### src/rtl/collision_score_unit.sv
// Bird/building collision detection, lives and score keeping for one game session.
// Optional macro SCORE_STAGE_BONUS_EN: +16 score whenever the stage changes between frames.
module collision_score_unit #(
  parameter int unsigned LIVES_INIT      = 3,
  parameter int unsigned SCORE_W         = 16,
  parameter int unsigned COOLDOWN_FRAMES = 60
) (
  input  logic               clk,
  input  logic               reset,
  input  logic               startOfFrame,
  input  logic               start,
  input  logic               drawing_bird,
  input  logic               drawing_building_1,
  input  logic               drawing_building_2,
  input  logic [31:0]        stage,
  output logic               collision_building_1,
  output logic               collision_building_2,
  output logic               bird_hit,
  output logic [SCORE_W-1:0] score,
  output logic [3:0]         lives,
  output logic               playing,
  output logic               game_over
);

  localparam int unsigned SUM_W   = SCORE_W + 6;
  localparam int unsigned CD_W    = 8;
  localparam logic [3:0]  LIVES_LOAD = 4'(LIVES_INIT);
  localparam logic [CD_W-1:0] CD_LOAD = CD_W'(COOLDOWN_FRAMES);
  localparam logic [SUM_W-1:0] SCORE_MAX = SUM_W'({SCORE_W{1'b1}});

  typedef enum logic [1:0] {IDLE, PLAY, HIT, OVER} state_t;

  state_t            state, state_n;
  logic [CD_W-1:0]   cooldown, cooldown_n;
  logic [3:0]        lives_n;
  logic [SCORE_W-1:0] score_n;
  logic              hit1, hit2, hit1_n, hit2_n;
  logic              col1_n, col2_n, bird_hit_n;
  logic              ovl1, ovl2;
  logic [5:0]        inc;
  logic [SUM_W-1:0]  sum;

`ifdef SCORE_STAGE_BONUS_EN
  logic [31:0] stage_q;
`else
  logic stage_unused;
  assign stage_unused = ^stage;
`endif

  // Next-state, next-score/lives and pulse generation
  always_comb begin
    state_n    = state;
    lives_n    = lives;
    score_n    = score;
    cooldown_n = cooldown;
    col1_n     = 1'b0;
    col2_n     = 1'b0;
    bird_hit_n = 1'b0;
    inc        = 6'd0;
    sum        = '0;
    ovl1       = drawing_bird & drawing_building_1;
    ovl2       = drawing_bird & drawing_building_2;
    // Overlap on the frame-start cycle belongs to the new frame
    hit1_n     = startOfFrame ? ovl1 : (hit1 | ovl1);
    hit2_n     = startOfFrame ? ovl2 : (hit2 | ovl2);

    case (state)
      IDLE: begin
        if (start) begin
          state_n    = PLAY;
          lives_n    = LIVES_LOAD;
          score_n    = '0;
          cooldown_n = '0;
          hit1_n     = 1'b0;
          hit2_n     = 1'b0;
        end
      end
      PLAY: begin
        if (startOfFrame) begin
          if (hit1 | hit2) begin
            col1_n     = hit1;
            col2_n     = hit2;
            bird_hit_n = 1'b1;
            lives_n    = lives - 4'd1;
            cooldown_n = CD_LOAD;
            state_n    = (lives <= 4'd1) ? OVER : HIT;
          end else begin
            inc = 6'd1;
          end
`ifdef SCORE_STAGE_BONUS_EN
          if (stage != stage_q) inc = inc + 6'd16;
`endif
          sum     = SUM_W'(score) + SUM_W'(inc);
          score_n = (sum > SCORE_MAX) ? SCORE_W'(SCORE_MAX) : SCORE_W'(sum);
        end
      end
      HIT: begin
        if (startOfFrame) begin
          cooldown_n = cooldown - CD_W'(1);
          if (cooldown <= CD_W'(1)) begin
            cooldown_n = '0;
            state_n    = PLAY;
          end
        end
      end
      OVER: begin
        if (start) state_n = IDLE;
      end
      default: state_n = IDLE;
    endcase
  end

  // State and registered outputs
  always_ff @(posedge clk) begin
    if (reset) begin
      state                <= IDLE;
      lives                <= LIVES_LOAD;
      score                <= '0;
      cooldown             <= '0;
      hit1                 <= 1'b0;
      hit2                 <= 1'b0;
      collision_building_1 <= 1'b0;
      collision_building_2 <= 1'b0;
      bird_hit             <= 1'b0;
      playing              <= 1'b0;
      game_over            <= 1'b0;
    end else begin
      state                <= state_n;
      lives                <= lives_n;
      score                <= score_n;
      cooldown             <= cooldown_n;
      hit1                 <= hit1_n;
      hit2                 <= hit2_n;
      collision_building_1 <= col1_n;
      collision_building_2 <= col2_n;
      bird_hit             <= bird_hit_n;
      playing              <= (state_n == PLAY) || (state_n == HIT);
      game_over            <= (state_n == OVER);
    end
  end

`ifdef SCORE_STAGE_BONUS_EN
  // Stage seen at the previous frame start
  always_ff @(posedge clk) begin
    if (reset)             stage_q <= '0;
    else if (startOfFrame) stage_q <= stage;
  end
`endif

endmodule

### config.mk
export PLATFORM = sky130hd
export DESIGN_NAME = collision_score_unit
export DESIGN_NICKNAME = d
export VERILOG_FILES = /design/src/rtl/collision_score_unit.sv
export SDC_FILE = /design/constraint.sdc
export NUM_CORES = 1
export LEC_CHECK = 0
export CAP_MARGIN = 20
export CELL_PAD_IN_SITES_DETAIL_PLACEMENT = 1
export CELL_PAD_IN_SITES_GLOBAL_PLACEMENT = 2
export CORE_UTILIZATION = 23
export DETAILED_ROUTE_END_ITERATION = 10
export PLACE_DENSITY_LB_ADDON = 0.1
export RECOVER_POWER = 25
export SLEW_MARGIN = 20
export SYNTH_ARGS = -nofsm -noshare
export SYNTH_HDL_FRONTEND = slang
export SYNTH_SLANG_ARGS = --single-unit
export TNS_END_PERCENT = 50
### constraint.sdc
create_clock -name clk -period 2.15 [get_ports clk]
set_input_delay 0.43 -clock clk [delete_from_list [all_inputs] [get_ports clk]]
set_output_delay 0.43 -clock clk [all_outputs]
set_load 0.02 [all_outputs]
==> results.txt <==
The flow ran to the end, and the final reports show no timing, DRC or antenna violations. After floorplanning, the core was divided into 34 placement rows. The total wire length after detailed routing came out at 6.59 mm. Entering global routing, the biggest net connects 15 pins. The number of slew-limit violations in the final report was 0.

Data on the critical path is required at its endpoint by 2390 ps. TritonCTS built the clock tree. The tools report the remaining antenna violation count as 0. Relative to the synthesized area, the layout overhead comes to 43.4%.

The logs give 64 for the top-level I/O count and 452 for the final cell count without fillers. Dividing the detail-routed wire length by the instance count gives 14.6 um. The share of the yosys chip area belonging to registers is 0.356. For this run, design rule violations remaining after detail routing come to 0.

The region available for standard cell placement spans 8760 sq um. Tracing the worst setup path back leads to its startpoint at state[1]. The finished cells cover 2990 sq um. Dividing the detail-routed via count by the number of cells gives 4.79. The number of buffer cells added on primary ports was 31; the share of layout cells above drive strength 1 was 0.209. The first detailed-routing pass took 4 iterations.

The tools report the capturing point of the worst reg2reg path as cooldown[7]. The overall routing resource usage is 0.149. Final core area utilization: 0.341.

For the worst setup path, the data arrival time is 2270 ps. Count of endpoints failing hold in the final timing report: 0. Measured in cells, the most critical reg-to-reg path has a length of 8. The tools report the kind of launch point of the worst setup path as a register. The tools report the number of antenna violations at the first check in global routing as 0. The worst min-delay path class is reg2reg. The average instance in the mapped netlist occupies 7.83 sq um.

The top cell type by total area after synthesis was sky130_fd_sc_hd__dfxtp_1. The logs give 0.238 for the initial core utilization and 0 for the count of maximum capacitance violations. Across the VDD grid, the largest voltage drop is 0.000209 V.

The clock arrives with 10.8 ps of skew. In the final design database the tool counted 393 nets. Clock-pin slew was measured on the worst setup and hold paths at 90 ps. The tools report the clock root buffer master as sky130_fd_sc_hd__clkbuf_8. The logs give 49 for the number of distinct library cells after synthesis and 11.2 mm for the first-pass GRT wire length. Clock insertion delay at the later pin of the skew report: 300 ps. In the post-synthesis netlist, the biggest area contributors are sky130_fd_sc_hd__dfxtp_1 (36%), sky130_fd_sc_hd__o21ai_0 (7.7%), sky130_fd_sc_hd__ha_1 (6.6%).

Termination of the worst setup path: cooldown[7]. Summed over all cells, the static leakage comes to 1.22 nW. The H-tree depth reported by CTS was 2; the fmax was 492 MHz.

The repair_antennas step left the layout with diodes totalling 0. In this run the deepest clock path goes through 2 buffers. For the number of global-route vias before repair, the log shows 2226.

The synthesized netlist occupies a cell area of 2080 sq um. For the pin with the worst max-slew slack, the measured transition is 793 ps. After detailed placement, the design holds a cell count of 441. The reg-to-reg setup timing slack is 120 ps, and the final worst-path cycle share is 0.945.

In this run the power density over the cells is 521 nW/um^2. The class of the most critical setup path was reg2reg. The floorplan step defined a die boundary enclosing 9440 sq um.

The HPWL reported at the end of detailed placement was 5.07 mm; the count of yosys warnings during synthesis was 0. The cell count after synthesis was 266. Number of buffers added by the clock tree synthesis step: 5. The congestion estimate from routability-driven global placement came to 0.741.

The aggregate global routing overflow came out at 0. Counting flops with a built-in enable in the synthesized netlist gives 0. The critical path endpoint category was a register. The placed instances occupy a cell area of 2840 sq um. The horizontal extent of the die was 97.1 um; the number of design-rule violations left by the first detailed-router iteration was 33. The tools report the via count as 2163. Setup repair after global routing could not meet its margin everywhere. The proportion of register bits with asynchronous set or reset after synthesis was 0; the net count after synthesis was 316. Proportion of netlist area held by the largest area contributor: 0.356. The register bit total from synthesis is 37. Counting the fill cells in the layout gives 1074. The floorplan step set the die height to 97.1 um.

Among all flip-flop cells after synthesis, the most frequent one is sky130_fd_sc_hd__dfxtp_1. The final critical path time including I/O delays and setup came out at 2030 ps. The worst register-to-register path begins at state[1]. The number of setup violations in the final report was 0; the normalized max-slew margin was 0.466. The total number of clock tree sinks came out at 37. In this run the worst path has a maximum fanout of 7.
-- synthesized netlist by cell type (3+ instances only) --
library cell,count
sky130_fd_sc_hd__nor2_1,28
sky130_fd_sc_hd__nand3_1,5
sky130_fd_sc_hd__or2_2,3
sky130_fd_sc_hd__dfxtp_1,37
sky130_fd_sc_hd__clkbuf_1,6
sky130_fd_sc_hd__o31ai_1,4
sky130_fd_sc_hd__o21ai_0,32
sky130_fd_sc_hd__nand2_1,33
sky130_fd_sc_hd__and3_1,5
sky130_fd_sc_hd__or4_1,6
sky130_fd_sc_hd__nor2b_1,6
sky130_fd_sc_hd__a22oi_1,5
sky130_fd_sc_hd__a21o_1,4
sky130_fd_sc_hd__nor3_1,10
sky130_fd_sc_hd__a21oi_1,16
sky130_fd_sc_hd__ha_1,11
sky130_fd_sc_hd__inv_1,11
sky130_fd_sc_hd__and2_1,5
-- cells by family after synthesis --
group           Yosys count  share of synthesized area
compound gates           79                      0.246
fa+ha+maj                11                     0.0661
buf+inv                  19                     0.0349
flops                    37                      0.356
xor+xnor                  2                    0.00841
simple gates            118                      0.289
-- stage by stage --
step	hold slack [ps]	setup slack [ps]	TNS, ps	power [mW]
finish	489	118	0	1.55
global route	530	-11.7	-12.7	1.65
CTS	500	21.5	0	1.58
detailed placement	485	-289	-1770	1.05
global placement	489	-283	-1780	1.05
floorplan	471	14.7	0	0.893
-- state kept, by name, indices dropped and copies added (netlist names) --
name	flops
bird_hit	1
collision_building_1	1
collision_building_2	1
cooldown	8
game_over	1
hit1	1
hit2	1
lives	4
playing	1
score	16
state	2
-- worst min path at each step --
stage,to,from,depth (start not counted)
after CTS,score[0],score[0],2
after floorplan,cooldown[7],cooldown[7],2
after global placement,score[0],score[0],2
after detailed placement,score[0],score[0],2
after global routing,score[0],score[0],2
final,score[0],score[0],2
-- report_power, final --
group | switching [mW] | leakage (nW) | internal [mW]
clock | 0.292 | 0.0439 | 0.225
combinational | 0.171 | 0.881 | 0.156
sequential | 0.0124 | 0.300 | 0.700
-- critical path, stage by stage (launching register included) --
cell and delay [ps]:
sky130_fd_sc_hd__dfxtp_1 400, sky130_fd_sc_hd__inv_2 70, sky130_fd_sc_hd__ha_1 320, sky130_fd_sc_hd__and2_2 210
sky130_fd_sc_hd__o41ai_4 80, sky130_fd_sc_hd__buf_4 170, sky130_fd_sc_hd__buf_4 140, sky130_fd_sc_hd__or4_1 460
sky130_fd_sc_hd__a31oi_1 130
-- routing by layer --
layer,track usage,vias up,part of all wire
li1,-,1115,-
met1,0.185,1017,0.47
met2,0.257,27,0.50
met3,0.0353,4,0.028
met4,0.0379,0,0.0080
met5,0,-,0
-- cell type report --
type	instances	area [sq um]	share of cell area
flip-flops and latches	37	743	0.249
repair buffers	78	674	0.226
clock inverters	3	17.5	0.00587
well taps	108	135	0.0453
multi-input cells	210	1310	0.437
inverters	11	41.3	0.0138
clock buffers	5	68.8	0.0231
-- repair_timing --
item                       CTS  global route
setup endpoints to repair    0            20
gates resized for setup      0            13
hold buffers                 0             0
buffers inserted             0             3
-- layout by cell type (no fill, tap or decap), types with 4 or more instances in the layout --
master                            synthesis  layout
sky130_fd_sc_hd__or4_1                    6       5
sky130_fd_sc_hd__clkdlybuf4s50_1          0      21
sky130_fd_sc_hd__ha_1                    11      11
sky130_fd_sc_hd__nand2_1                 33      33
sky130_fd_sc_hd__o21ai_0                 32      32
sky130_fd_sc_hd__buf_4                    0      45
sky130_fd_sc_hd__dfxtp_1                 37      35
sky130_fd_sc_hd__a22oi_1                  5       5
sky130_fd_sc_hd__nor2b_1                  6       6
sky130_fd_sc_hd__inv_1                   11      10
sky130_fd_sc_hd__and3_1                   5       5
sky130_fd_sc_hd__nand3_1                  5       5
sky130_fd_sc_hd__clkbuf_8                 0       5
sky130_fd_sc_hd__dlygate4sd3_1            0       9
sky130_fd_sc_hd__nor3_1                  10       9
sky130_fd_sc_hd__a21oi_1                 16      16
sky130_fd_sc_hd__nor2_1                  28      26
sky130_fd_sc_hd__a21o_1                   4       4
No activity file was read; power rests on OpenSTA's default activity.
